## config.mk

```make
export PLATFORM = sky130hd
export DESIGN_NAME = usb_rx_timer
export DESIGN_NICKNAME = d
export VERILOG_FILES = /design/src/rtl/usb_rx_pkg.sv /design/src/rtl/usb_rx_timer.sv
export SDC_FILE = /design/constraint.sdc
export NUM_CORES = 1
export LEC_CHECK = 0
export CORE_AREA = 2 2 39 41
export CTS_CLUSTER_DIAMETER = 40
export DETAILED_ROUTE_END_ITERATION = 6
export DIE_AREA = 0 0 41 43
export GPL_TIMING_DRIVEN = 0
export SLEW_MARGIN = 20
export SYNTH_ARGS = -nofsm -noshare
export SYNTH_HDL_FRONTEND = slang
export SYNTH_SLANG_ARGS = --single-unit
```

## constraint.sdc

```tcl
create_clock -name clk -period 1.29 [get_ports clk]
set_input_delay 0.258 -clock clk [delete_from_list [all_inputs] [get_ports clk]]
set_output_delay 0.258 -clock clk [all_outputs]
set_load 0.005 [all_outputs]
```

## src/rtl/usb_rx_pkg.sv

```systemverilog
// Shared USB receive-path constants: default bit timing and byte framing,
// plus the counter widths derived from them.
package usb_rx_pkg;

    localparam int USB_CLKS_PER_BIT  = 8;
    localparam int USB_SAMPLE_POINT  = 3;
    localparam int USB_BITS_PER_BYTE = 8;

    localparam int USB_PHASE_W  = $clog2(USB_CLKS_PER_BIT + 1);
    localparam int USB_BITCNT_W = $clog2(USB_BITS_PER_BYTE);

endpackage

```

## src/rtl/usb_rx_timer.sv

```systemverilog
// USB RX bit timer: per-bit phase counter resynchronised on line edges,
// one sample strobe per unstuffed bit, and a byte-complete pulse.
module usb_rx_timer
    import usb_rx_pkg::*;
#(
    parameter int CLKS_PER_BIT  = USB_CLKS_PER_BIT,
    parameter int SAMPLE_POINT  = USB_SAMPLE_POINT,
    parameter int BITS_PER_BYTE = USB_BITS_PER_BYTE
) (
    input  logic                             clk,
    input  logic                             n_rst,
    input  logic                             enable,
    input  logic                             d_edge,
    input  logic                             stuffed,
    output logic                             shift_enable,
    output logic                             byte_received,
    output logic [$clog2(BITS_PER_BYTE)-1:0] bit_cnt
);

    localparam int PH_W = $clog2(CLKS_PER_BIT + 1);
    localparam int BC_W = $clog2(BITS_PER_BYTE);

    // Phase 0 is IDLE; phases 1..CLKS_PER_BIT are RUN.
    localparam logic [PH_W-1:0] PH_IDLE   = '0;
    localparam logic [PH_W-1:0] PH_FIRST  = PH_W'(1);
    localparam logic [PH_W-1:0] PH_LAST   = PH_W'(CLKS_PER_BIT);
    localparam logic [PH_W-1:0] PH_SAMPLE = PH_W'(SAMPLE_POINT);
    localparam logic [BC_W-1:0] BC_LAST   = BC_W'(BITS_PER_BYTE - 1);

    logic [PH_W-1:0] r_phase;
    logic [BC_W-1:0] r_bit_cnt;
    logic            r_byte_received;
    logic            w_sample;
    logic            w_shift;
    logic            w_wrap;

    // Strobes are single-cycle pulses with no back-pressure: the decoder
    // must act on shift_enable in the cycle it is high.
    always_comb begin
        w_sample = enable && (r_phase == PH_SAMPLE);
        w_shift  = w_sample && !stuffed;
        w_wrap   = w_shift && (r_bit_cnt == BC_LAST);
    end

    always_ff @(posedge clk or negedge n_rst) begin
        if (!n_rst) begin
            r_phase <= PH_IDLE;
        end else if (!enable) begin
            r_phase <= PH_IDLE;
        end else if (r_phase == PH_IDLE || d_edge) begin
            r_phase <= PH_FIRST;
        end else if (r_phase == PH_LAST) begin
            r_phase <= PH_FIRST;
        end else begin
            r_phase <= r_phase + PH_W'(1);
        end
    end

    always_ff @(posedge clk or negedge n_rst) begin
        if (!n_rst) begin
            r_bit_cnt <= '0;
        end else if (!enable) begin
            r_bit_cnt <= '0;
        end else if (w_shift) begin
            r_bit_cnt <= w_wrap ? '0 : r_bit_cnt + BC_W'(1);
        end
    end

    // A wrap in the same cycle that enable drops is discarded.
    always_ff @(posedge clk or negedge n_rst) begin
        if (!n_rst) begin
            r_byte_received <= 1'b0;
        end else begin
            r_byte_received <= enable && w_wrap;
        end
    end

    assign shift_enable  = w_shift;
    assign byte_received = r_byte_received;
    assign bit_cnt       = r_bit_cnt;

endmodule

```

==> results of run 1 <==
[cells in the mapped netlist]
library cell and n:
a31oi_1 1, o31a_1 1, a211oi_1 1, nand4_1 1
or3_1 1, nand3b_1 2, ha_1 4, dfrtp_1 8
nor2_1 2, o211ai_1 1, nand2b_1 3, and3_1 1
nor4b_4 1, nor2b_1 2, and2_1 1, nor3b_1 1
a21boi_1 2, inv_1 5, mux2i_1 1, a21oi_1 1
[power groups by stage]
stage | registers [mW] | clock network [mW] | logic (mW)
CTS | 0.257 | 0.189 | 0.0540
global route | 0.258 | 0.202 | 0.0663
detailed placement | 0.263 | 0 | 0.0442
floorplan | 0.262 | 0 | 0.0187
finish | 0.258 | 0.192 | 0.0587
global placement | 0.263 | 0 | 0.0432
[state kept, by name, indices dropped and copies added, names as in the netlist]
register / count
bit_cnt: 3
byte_received: 1
r_phase: 4
[final timing paths]
path                            depth (start not counted)  slack [ns]       start            end
worst max-delay path                                    4       -0.22  r_phase[0]   shift_enable
worst min-delay path                                    1        0.28       n_rst  byte_received
worst max register to register                          5       -0.02  r_phase[0]     bit_cnt[0]
worst min register to register                          2        0.57  bit_cnt[1]     bit_cnt[1]
max in group asynchronous                               1        0.73       n_rst     r_phase[2]
min in group clk                                        2        0.57  bit_cnt[1]     bit_cnt[1]
[logic make-up (layout without fill, tap and decap cells)]
logic type / count (synthesis) / in the layout
adder cells (fa/ha/maj): 4 / 4
buffers and inverters: 5 / 27
multiplexers: 1 / 1
flip-flops: 8 / 8
AND/OR/NAND/NOR: 15 / 15
AO/OA/AOI/OAI: 7 / 7
[metrics by stage]
step	area, um^2	setup slack (ns)	hold slack, ns	cells	TNS [ns]
2_1_floorplan	439	0.0265	-0.0376	40	0
3_3_place_gp	549	-0.741	0.559	65	-1.42
3_5_place_dp	549	-0.734	0.557	65	-1.49
4_1_cts	644	-0.220	0.299	77	-0.220
5_1_grt	673	-0.286	0.311	78	-0.468
6_report	673	-0.220	0.276	78	-0.248
[layout make-up]
cell class / instances / area share [%]
Multi-Input combinational cell: 27 / 37.2
Sequential cell: 8 / 29.9
Timing Repair Buffer: 19 / 23.8
Clock buffer: 3 / 3.35
Tap cell: 16 / 2.97
Inverter: 5 / 2.79
[timing repair]
item                       CTS  global route
setup buffers                9             1
pin swaps                    6             5
resized for setup           14             5
setup endpoints to repair    8             8
[critical path, delay by kind of cell (launching register included)]
kind	cells	cell delay [ns]
adder cells (fa/ha/maj)	1	0.19
buffers and inverters	1	0.10
flip-flops	1	0.35
AND/OR/NAND/NOR	2	0.36
[layer usage]
layer / share of wire (%) / vias up / GRT usage [%]
li1: - / 183 / -
met1: 38 / 184 / 13.3
met2: 57 / 5 / 23.8
met3: 3.4 / 2 / 4.71
met4: 1.5 / 0 / 4.00
met5: 0 / - / 0
==> results.txt, run 1 <==
Crit path cell chain: ha_2 > nor4b_4 > and2_1 > buf_2
Slew @ Worst Pin: 0.368 ns
Initial DRC Count: 3
Total core area: 1380 um^2
PnR worst setup slack: -0.220 ns
Max-slew headroom: 75.4%
Multi-input logic area: 250 um^2
Post-Synth XOR/XNOR Area: 0%
Overall Power: 0.508 mW
Register area share after synthesis: 45.6%
Netlist Area Pre-Place: 439 um^2
Fmax: 0.662 GHz
Biggest area consumer among synthesized cells: dfrtp_1
Most frequent cells in the layout: buf_4 (9), dfrtp_1 (7), clkdlybuf4s50_1 (4)
Final period util: 117%
Die area: 1760 um^2
Worst path required time: 1.03 ns
Final Hold Viols: 0
Buffers on Ports: 9
Initial Utilization: 31.7%
Status: finished with violations
Leakage Power: 0.304 nW
Synth Area in Compound Gates: 11.4%
Area share of the largest cell type after synthesis: 45.6%
HPWL Detailed: 681 um
Gr ovfl total: 0
Clock power frac: 37.8%
Die Y: 43 um
Ant diodes: 0
Clock slew seen by the registers of the worst setup and hold paths: 0.05 ns
CP Launch Type: register
Die width: 41 um
Min-delay worst type: in -> async
Via density: 4.79
Pins Over Slew Limit: 0
Syn_nets: 49
Clock root buffer: clkbuf_4
CP peak stage delay: 0.35 ns
Post-DRT Antenna Nets: 0
Crit Path Max Fanout: 2
Synth cell types: 20
Yosys reg bits: 8
Post-Syn Instances: 40
Post-CTS Hold Buffers: 0
Worst path arrival time: 1.25 ns
Largest family of logic cells by synthesized area: simple AND/OR/NAND/NOR gates
Crit path kind: reg -> out
Initial antenna violation count: 0
Worst-Skew Late Latency: 0.26 ns
Total GRT Usage: 13.3%
Min Tclk post-route: 1.51 ns
Switching Share: 22.5%
Detailed-route via count: 374
Rows: 14
VDD IR-drop max: 0.437 mV
Clock tree sinks: 8
Seq pwr share: 50.7%
WL per Instance: 13.0 um
RSZ-0062 raised after global routing: true
Vias in the first global route: 397
Dominant cells by area after synthesis: dfrtp_1 (46%), ha_1 (11%), nor4b_4 (5.4%)
Power share of the combinational group: 11.5%
Total CTS buffers: 3
Net Switching: 0.115 mW
Layout area overhead: 53.3%
Post-synthesis adder-cell area fraction: 11.4%
Final net count: 73
H-tree depth: 1
Skew final: 0.00743 ns
Max Cap Viol: 0
Largest net degree at the start of global routing: 9
Post-Syn Area per Cell: 11.0 um^2
CP max stage cell: dfrtp_1
Synth Warn #: 0
Final core utilization: 48.6%
Worst Setup End Kind: primary output
Global-route wire length before repair: 1.59 mm
Global placement routability congestion: 0.667
Int Power: 0.394 mW
Sequential Area: 201 um^2
CTS tree: done
Share of layout cells above drive strength 1: 35.5%
Final WL: 1.01 mm
# IOs: 10
Post-synthesis mux area share: 2.28%
Failing checks: negative setup slack
First-pass iteration count of the detailed router: 2
Setup Viol. Count Final: 3
# fillers: 125
P per Cell Area: 755 nW/um^2
Simple-Gate Fraction of Synth Area: 25.1%
Max clock buf depth: 2
# DRC: 0
Most common cell after layout, fill and taps aside: buf_4
(Power assumes the default switching activity.)
==> run 2, diff against run 1 <==
--- a/config.mk
+++ b/config.mk
@@ -7,9 +7,11 @@
 export LEC_CHECK = 0
 export CORE_AREA = 2 2 39 41
 export CTS_CLUSTER_DIAMETER = 40
+export CTS_CLUSTER_SIZE = 16
 export DETAILED_ROUTE_END_ITERATION = 6
 export DIE_AREA = 0 0 41 43
 export GPL_TIMING_DRIVEN = 0
+export MAX_ROUTING_LAYER = met4
 export SLEW_MARGIN = 20
 export SYNTH_ARGS = -nofsm -noshare
 export SYNTH_HDL_FRONTEND = slang
==> results of run 2 <==
Same layout as run 1: the final DEF is identical, and so are final timing and power.
Main changes from that run: final weighted congestion in routability-driven placement 0.667 -> 0.673; overall routing resource usage 13.3% -> 13.6%
==> run 3, diff against run 2 <==
--- a/config.mk
+++ b/config.mk
@@ -12,6 +12,7 @@
 export DIE_AREA = 0 0 41 43
 export GPL_TIMING_DRIVEN = 0
 export MAX_ROUTING_LAYER = met4
+export PLACE_DENSITY = 0.66
 export SLEW_MARGIN = 20
 export SYNTH_ARGS = -nofsm -noshare
 export SYNTH_HDL_FRONTEND = slang
==> run 3 against run 2 <==
The run still ends with negative setup slack left. Register-to-register slack improved by 0.02 ns. Critical path type unchanged. Maximum frequency decreased by 0.83%. First-iteration DRC count decreased by 33%. Largest cell class unchanged.
==> results.txt, run 3 (synthesis gave the netlist of run 1 again) <==
Status: finished with violations
Failing checks: negative setup slack
Fin cells: 73
Most frequent cells in the layout: dfrtp_1 (7), buf_4 (5), inv_1 (4), clkdlybuf4s50_1 (4), dlygate4sd2_1 (4)
Largest net degree at the start of global routing: 9
Ant diodes: 0
Final net count: 68
Fmax: 0.657 GHz
PnR worst setup slack: -0.233 ns
Clock slew seen by the registers of the worst setup and hold paths: 0.06 ns
Skew final: 0.00132 ns
Clock root buffer: clkbuf_4
RSZ-0062 raised after global routing: true
CP Launch Type: register
Max Cap Viol: 0
Rows: 14
Max clock buf depth: 2
Leakage Power: 0.280 nW
P per Cell Area: 807 nW/um^2
Crit path kind: reg -> out
H-tree depth: 1
Worst path arrival time: 1.27 ns
Pre-CTS WS: -0.720 ns
Multi-input logic area: 250 um^2
Max-slew headroom: 74.8%
Total core area: 1380 um^2
Via density: 4.82
Largest Register: r_phase
Die area: 1760 um^2
Buffers on Ports: 9
Post-DRT Antenna Nets: 0
Max reg flops: 4
Final WL: 896 um
Layout area overhead: 44.2%
Total GRT Usage: 12.3%
VDD IR-drop max: 0.342 mV
# fillers: 145
Pins Over Slew Limit: 0
WL per Instance: 12.3 um
Min-delay worst type: in -> async
Min Tclk post-route: 1.52 ns
Slew @ Worst Pin: 0.376 ns
Final period util: 118%
Global placement routability congestion: 0.791
# IOs: 10
Vias in the first global route: 320
Post-CTS Hold Buffers: 0
Die width: 41 um
First-pass iteration count of the detailed router: 3
Final Hold Viols: 0
Sequential Area: 201 um^2
Setup Viol. Count Final: 2
Detailed-route via count: 352
Worst-Skew Late Latency: 0.25 ns
Most common cell after layout, fill and taps aside: dfrtp_1
Share of layout cells above drive strength 1: 28.1%
Die Y: 43 um
Total CTS buffers: 3
Initial Utilization: 31.7%
HPWL Detailed: 626 um
Global-route wire length before repair: 1.30 mm
Clock tree sinks: 8
Gr ovfl total: 0
Worst Setup End Kind: primary output
CTS tree: done
Worst path required time: 1.03 ns
Post-Place Cells: 65
Initial DRC Count: 2
Crit Path Max Fanout: 7
# DRC: 0
Initial antenna violation count: 0
run 3: changes by cell type in the layout (fill, tap and decap cells not counted):
cell	change
inv_4	+1
inv_2	-2
inv_1	+1
buf_6	-1
dlygate4sd2_1	+1
buf_4	-4
clkdlybuf4s15_1	-1
run 3: path summary, 6_finish.rpt:
kind | startpoint | end | slack [ns] | cells past startpoint
worst max-delay path | r_phase[2] | shift_enable | -0.23 | 3
worst min-delay path | n_rst | bit_cnt[2] | 0.29 | 1
worst max register to register | r_phase[2] | bit_cnt[0] | 0 | 4
worst min register to register | bit_cnt[0] | bit_cnt[0] | 0.62 | 2
max in group asynchronous | n_rst | r_phase[2] | 0.71 | 1
min in group clk | bit_cnt[0] | bit_cnt[0] | 0.62 | 2
run 3: metrics by stage:
stage	setup TNS, ns	util [%]	cell area, um^2	hold WS [ns]	power, mW
floorplan	0	-	439	-0.0376	0.281
global placement	-1.36	39.7	549	0.549	0.306
detailed placement	-1.33	39.7	549	0.554	0.306
CTS	-0.289	43.9	608	0.303	0.510
global route	-0.482	45.8	633	0.312	0.546
finish	-0.233	45.8	633	0.289	0.511
run 3: final cells by class:
| class | count | area share (%) |
|---|---|---|
| repair buffers | 14 | 18.6 |
| multi-input cells | 27 | 39.5 |
| flip-flops and latches | 8 | 31.8 |
| well taps | 16 | 3.16 |
| clock buffers | 3 | 3.56 |
| inverters | 5 | 3.36 |
run 3: power by group:
| part | internal (mW) | switching (mW) | total, mW | leakage (nW) |
|---|---|---|---|---|
| Combinational | 0.0308 | 0.0267 | 0.0575 | 0.159 |
| Sequential | 0.255 | 0.00409 | 0.259 | 0.108 |
| Clock | 0.107 | 0.0879 | 0.195 | 0.0138 |
| Total | 0.392 | 0.119 | 0.511 | 0.280 |
run 3: worst max-delay path, stage by stage, from the launching register on:
cell and delay [ns]:
dfrtp_2 0.45, nor4b_4 0.31, and2_1 0.15, buf_2 0.10
run 3: layer usage:
layer | routed length [um] | global-route usage, % | vias to the layer above
li1 | - | - | 177
met1 | 406 | 13.5 | 167
met2 | 452 | 16.9 | 6
met3 | 21 | 6.28 | 2
met4 | 14 | 8.00 | 0
met5 | 0 | - | -
run 3: timing repair:
item,CTS,global route
endpoints found under the hold margin,0,0
buffers inserted,6,1
endpoints found under the setup margin,8,7
pin swaps,4,3
resized for setup,12,5
